File: src/rtl/bip_control_fsm.sv
// rtl/bip_control_fsm.sv - multi-cycle BIP control unit (FETCH/DECODE/EXEC/WAIT/HALT)
// Optional JMP/BEQZ support is compiled in with BIP_BRANCH_EN.
module bip_control_fsm #(
  parameter int NB_DATA            = 16,
  parameter int NB_OPCODE          = 5,
  parameter int NB_OPERAND         = 11,
  parameter int LOG2_N_INSMEM_ADDR = 11,
  parameter int LOG2_N_DATA_ADDR   = 10,
  parameter int RAM_RD_LATENCY     = 1
) (
  input  logic                          i_clock,
  input  logic                          i_reset,
  input  logic                          i_valid,
  input  logic [NB_DATA-1:0]            i_instruction,
  input  logic                          i_acc_zero,
  output logic [LOG2_N_INSMEM_ADDR-1:0] o_addr_instr,
  output logic [LOG2_N_DATA_ADDR-1:0]   o_data_addr,
  output logic [NB_OPERAND-1:0]         o_operand,
  output logic [1:0]                    o_sel_a,
  output logic                          o_sel_b,
  output logic                          o_op,
  output logic                          o_wr_acc,
  output logic                          o_wr_ram,
  output logic                          o_rd_ram,
  output logic                          o_halted,
  output logic                          o_illegal
);

  typedef enum logic [2:0] {
    ST_FETCH,
    ST_DECODE,
    ST_EXEC,
    ST_WAIT,
    ST_HALT
  } state_t;

  localparam logic [NB_OPCODE-1:0] OP_HALT     = NB_OPCODE'(0);
  localparam logic [NB_OPCODE-1:0] OP_STORE    = NB_OPCODE'(1);
  localparam logic [NB_OPCODE-1:0] OP_LOAD_VAR = NB_OPCODE'(2);
  localparam logic [NB_OPCODE-1:0] OP_LOAD_IMM = NB_OPCODE'(3);
  localparam logic [NB_OPCODE-1:0] OP_ADD_VAR  = NB_OPCODE'(4);
  localparam logic [NB_OPCODE-1:0] OP_ADD_IMM  = NB_OPCODE'(5);
  localparam logic [NB_OPCODE-1:0] OP_SUB_VAR  = NB_OPCODE'(6);
  localparam logic [NB_OPCODE-1:0] OP_SUB_IMM  = NB_OPCODE'(7);
  localparam logic [3:0]           WAIT_LAST   = 4'(RAM_RD_LATENCY);

  state_t                          state, state_n;
  logic [LOG2_N_INSMEM_ADDR-1:0]   pc, pc_n;
  logic [NB_DATA-1:0]              ir;
  logic [3:0]                      wait_cnt, wait_cnt_n;
  logic                            ir_load;
  logic [NB_OPCODE-1:0]            ir_opcode, dec_opcode;

  assign ir_opcode    = ir[NB_DATA-1:NB_OPERAND];
  assign dec_opcode   = i_instruction[NB_DATA-1:NB_OPERAND];
  assign o_addr_instr = pc;
  assign o_operand    = ir[NB_OPERAND-1:0];
  assign o_data_addr  = ir[LOG2_N_DATA_ADDR-1:0];

`ifdef BIP_BRANCH_EN
  localparam logic [NB_OPCODE-1:0] OP_JMP  = NB_OPCODE'(8);
  localparam logic [NB_OPCODE-1:0] OP_BEQZ = NB_OPCODE'(9);
  logic [LOG2_N_INSMEM_ADDR-1:0] br_target;
  if (LOG2_N_INSMEM_ADDR > NB_OPERAND) begin : g_zext
    assign br_target = {{(LOG2_N_INSMEM_ADDR-NB_OPERAND){1'b0}}, ir[NB_OPERAND-1:0]};
  end else begin : g_trunc
    assign br_target = ir[LOG2_N_INSMEM_ADDR-1:0];
  end
`else
  logic unused_acc_zero;
  assign unused_acc_zero = i_acc_zero;
`endif

  always_ff @(posedge i_clock or negedge i_reset) begin
    if (!i_reset) begin
      state    <= ST_FETCH;
      pc       <= '0;
      ir       <= '0;
      wait_cnt <= '0;
    end else begin
      state    <= state_n;
      pc       <= pc_n;
      wait_cnt <= wait_cnt_n;
      if (ir_load) ir <= i_instruction;
    end
  end

  // Selects are decoded alongside the IR load so they are already valid in EXEC
  // and stay put through WAIT and until the next data-path instruction.
  always_ff @(posedge i_clock or negedge i_reset) begin
    if (!i_reset) begin
      o_sel_a <= 2'b00;
      o_sel_b <= 1'b0;
      o_op    <= 1'b0;
    end else if (ir_load) begin
      case (dec_opcode)
        OP_LOAD_VAR: begin o_sel_a <= 2'b00; o_sel_b <= 1'b0; o_op <= 1'b0; end
        OP_LOAD_IMM: begin o_sel_a <= 2'b01; o_sel_b <= 1'b1; o_op <= 1'b0; end
        OP_ADD_VAR:  begin o_sel_a <= 2'b10; o_sel_b <= 1'b0; o_op <= 1'b0; end
        OP_ADD_IMM:  begin o_sel_a <= 2'b10; o_sel_b <= 1'b1; o_op <= 1'b0; end
        OP_SUB_VAR:  begin o_sel_a <= 2'b10; o_sel_b <= 1'b0; o_op <= 1'b1; end
        OP_SUB_IMM:  begin o_sel_a <= 2'b10; o_sel_b <= 1'b1; o_op <= 1'b1; end
        default: ;
      endcase
    end
  end

  always_comb begin
    state_n    = state;
    pc_n       = pc;
    wait_cnt_n = wait_cnt;
    ir_load    = 1'b0;
    o_wr_acc   = 1'b0;
    o_wr_ram   = 1'b0;
    o_rd_ram   = 1'b0;
    o_illegal  = 1'b0;
    o_halted   = (state == ST_HALT);
    // A stalled cycle changes nothing, so the state simply replays once i_valid returns.
    if (i_valid) begin
      case (state)
        ST_FETCH: state_n = ST_DECODE;
        ST_DECODE: begin
          ir_load = 1'b1;
          pc_n    = pc + 1'b1;
          state_n = ST_EXEC;
        end
        ST_EXEC: begin
          state_n = ST_FETCH;
          case (ir_opcode)
            OP_HALT: begin
              state_n  = ST_HALT;
              o_halted = 1'b1;
            end
            OP_STORE: o_wr_ram = 1'b1;
            OP_LOAD_VAR, OP_ADD_VAR, OP_SUB_VAR: begin
              o_rd_ram   = 1'b1;
              wait_cnt_n = 4'd1;
              state_n    = ST_WAIT;
            end
            OP_LOAD_IMM, OP_ADD_IMM, OP_SUB_IMM: o_wr_acc = 1'b1;
`ifdef BIP_BRANCH_EN
            OP_JMP: pc_n = br_target;
            OP_BEQZ: if (i_acc_zero) pc_n = br_target;
`endif
            default: o_illegal = 1'b1;
          endcase
        end
        ST_WAIT: begin
          if (wait_cnt == WAIT_LAST) begin
            o_wr_acc   = 1'b1;
            wait_cnt_n = 4'd0;
            state_n    = ST_FETCH;
          end else begin
            wait_cnt_n = wait_cnt + 4'd1;
          end
        end
        ST_HALT: state_n = ST_HALT;
        default: state_n = ST_FETCH;
      endcase
    end
  end

endmodule

File: config.mk
export PLATFORM = sky130hd
export DESIGN_NAME = bip_control_fsm
export DESIGN_NICKNAME = d
export VERILOG_FILES = /design/src/rtl/bip_control_fsm.sv
export SDC_FILE = /design/constraint.sdc
export NUM_CORES = 1
export LEC_CHECK = 0
export CAP_MARGIN = 20
export CORE_ASPECT_RATIO = 1.2
export CORE_UTILIZATION = 49
export DETAILED_ROUTE_END_ITERATION = 10
export PLACE_DENSITY = 0.89
export SLEW_MARGIN = 25
export SYNTH_ARGS = -nofsm -noshare
export SYNTH_HDL_FRONTEND = slang
export SYNTH_SLANG_ARGS = --single-unit
File: constraint.sdc
create_clock -name i_clock -period 3.7 [get_ports i_clock]
set_clock_uncertainty 0.15 [all_clocks]
set_input_delay 0.555 -clock i_clock [delete_from_list [all_inputs] [get_ports i_clock]]
set_output_delay 0.555 -clock i_clock [all_outputs]
set_load 0.01 [all_outputs]
==> key figures <==
Route
  – 1st-pass router iterations: 4
  – DR DRC count: 0
  – Initial DRC count: 17
  – WL/cell: ~13 um
  – Via count: 1351
  – DR vias/cell: approximately 5
  – Post-route ant nets: 0
  – Drt total wl: roughly 3.4 mm

Final layout
  – Design Area, Final: approximately 2500 sq um
  – Ant diodes: 0
  – Nets: approximately 230
  – Share of cells above drive strength 1: 14.6%
  – P&R area growth vs syn: 30.8%
  – Core Util, Final: slightly below 70%

Floorplanning
  – Die area: between 4000 and 5000 sq um
  – X dimension of the die: between 50 and 60 um
  – Row count: 24
  – Die height: 70.1 um
  – Initial Util: slightly above 50%
  – Core area: ~3700 sq um
  – I/O Pins: between 60 and 70

Synth
  – Synthesized area per cell: between 10 and 15 sq um
  – Syn_nets: between 150 and 200
  – Area contributors post-synth: dfrtp_1, mux2_2, buf_4
  – Yosys reg bits: 38
  – Post-Syn Area: between 1500 and 2000 sq um
  – Ys Warns: 0
  – Post-synth EDFFs: 0
  – Yosys top cell area share: 50.2%
  – Instance count of the mapped netlist: roughly 170
  – Synth async-reset ratio: between 90% and 100%
  – Post-synthesis sequential area ratio: 50.2%
  – Top cell type by total area after synthesis: dfrtp_1
  – Synth Flop Type: dfrtp_1
  – Distinct cells, synth: 37

CTS
  – CTS tree: built
  – Worst-skew pair later-pin latency: just under 0.3 ns
  – Num CTS Buffers: 5
  – Postcts setup bufs: 0
  – Worst-path clk slew: 0.07 ns
  – Longest Clk Path Bufs: 2
  – Clock root buffer: clkbuf_8
  – Hold buffer count at cts: 0
  – Resize count post-CTS: 0
  – Sink Count: 38
  – H-tree depth: 2

STA
  – Final setup viols: 0
  – Setup TNS: 0 ns
  – Slew Viols, Final: 0
  – Slew headroom: about 46%
  – Fin worst setup slack: around 0.67 ns
  – Fmax: between 300 and 400 MHz
  – Final hold violation count: 0
  – RSZ-0062 raised after global routing: false
  – Fin crit share: between 80% and 90%
  – Worst Max-Slew Pin Slew: ~0.8 ns
  – Tmin final: roughly 3 ns

Power
  – Cell Int Power: between 1 and 1.5 mW
  – Peak supply drop: 476 uV
  – Sw Share: ~32%
  – Sequential power share: between 40% and 50%
  – Clk network pwr share: around 16%
  – PwrDens: ~710 nW/um^2
  – Switch Pwr: between 0.5 and 0.6 mW
  – Leak: 1.07 nW
  – Combinational Power Share: a little over two fifths
  – Overall Power: around 1.8 mW

Hold path
  – Hold Crit Class: primary input to async pin

GRT
  – Vias in the first global route: 1305
  – Total gr overflow: 0
  – Pin count of the biggest net entering global routing: 39
  – Global-route wire length before repair: 5.80 mm
  – Initial antenna violation count: 0
  – Total track usage: around a fifth

Run
  – MaxCap Viol Count: 0

Setup path
  – Data required, critical path: around 3.0 ns
  – Critical path fanouts, max: 6
  – Crit end category: output pin
  – CP Launch Type: primary input
  – Crit Path Class: primary input to output pin
  – CP Data Arrival Time: between 2 and 2.5 ns

Placed design
  – RD Place Congestion: between 0.8 and 0.9
  – Post-Place Worst Slack: roughly 0.67 ns
  – Post-DP Area: between 2000 and 2500 sq um
  – PortBufs: just under 60
  – Final HPWL DP: 2.47 mm

Outcome
  – Status: finished, final reports clean
-- state kept, by name, summed over array words and instances (netlist names) --
| signal | cells |
|---|---|
| wait_cnt | 4 |
| o_sel_b | 1 |
| o_sel_a | 2 |
| state | 3 |
| o_addr_instr | 11 |
| ir | 16 |
| o_op | 1 |
-- synth_stat cells (2+ instances only) --
master and instances:
dfrtp_1 38, buf_4 22, mux2_2 17, nor2_1 11, nand2_1 7, o21ai_0 7
nand3_1 6, xnor2_1 6, nor3_1 5, a21o_1 4, and3_1 4, inv_1 4
xor2_1 4, ha_1 3, nand4_1 3, a22o_1 2, nand3b_1 2, nor2b_1 2
or3_1 2
-- cells by family (layout without fill, tap and decap cells) --
kind of cell | Yosys count | count (layout) | share of synthesized area, %
simple gates | 48 | 48 | 14.4
flops | 38 | 38 | 50.2
buf+inv | 28 | 73 | 9.97
compound gates | 22 | 22 | 7.99
mux | 18 | 18 | 10.9
xor+xnor | 10 | 10 | 4.62
fa+ha+maj | 3 | 3 | 1.98
-- routing by layer --
layer	wire length, um	GRT usage [%]
met1	1460	23.3
met2	1720	30.6
met3	178	4.63
met4	85	10.3
met5	0	0
-- worst paths after layout --
path                                   from                to  slack, ns  cells after the start
setup / recovery                    i_valid         o_illegal       0.67                      5
hold / removal                      i_reset   o_addr_instr[7]       0.20                      1
setup reg to reg                   state[0]   o_addr_instr[6]       1.69                      5
hold reg to reg            o_addr_instr[10]  o_addr_instr[10]       0.32                      1
max in group asynchronous           i_reset       wait_cnt[2]       2.68                      1
min in group i_clock       o_addr_instr[10]  o_addr_instr[10]       0.32                      1
-- through the flow --
stage	std cells	hold slack (ns)
global placement	256	0.310
floorplan	167	0.109
detailed placement	256	0.317
finish	264	0.204
CTS	264	0.228
global route	264	0.280
-- power by group through the flow --
stage | sequential, mW | combinational [mW] | clock [mW]
5_1_grt | 0.740 | 0.821 | 0.312
3_5_place_dp | 0.721 | 0.764 | 0
3_3_place_gp | 0.714 | 0.743 | 0
4_1_cts | 0.716 | 0.765 | 0.299
6_report | 0.713 | 0.758 | 0.287
2_1_floorplan | 0.697 | 0.520 | 0
-- placed cells by master, fill, tap and decap left out, drive strengths merged --
cell type,count
nor3,5
and3b,1
nor2b,2
nand3,6
and3,4
o22ai,1
a22o,2
nor3b,2
clkdlybuf4s50,58
xnor2,6
clkbuf,7
or3,2
and4b,1
clkinv,1
o211ai,1
o41ai,1
a21o,4
buf,3
inv,4
a21oi,1
ha,3
nor2,11
nand3b,2
a2111oi,1
o21ai,8
a32oi,1
and4,1
dfrtp,38
nand2,7
a31oi,1
and4bb,1
xor2,4
o31a,1
nand4,3
mux2,18
-- worst max-delay path, cell delays in order --
cell and delay, ns:
clkdlybuf4s50_1 0.57, inv_1 0.09, or3_1 0.36, nor3_1 0.17, clkdlybuf4s50_1 0.58
-- final cells by class --
| class | count | area [sq um] |
|---|---|---|
| fill | 313 | 1180 |
| sequential | 38 | 951 |
| multi-input combinational | 101 | 756 |
| timing repair buffer | 61 | 601 |
| clock buffer | 7 | 86.3 |
| tap | 52 | 65.1 |
| inverter | 4 | 15.0 |
| clock inverter | 1 | 5.00 |
(Power assumes the default switching activity.)
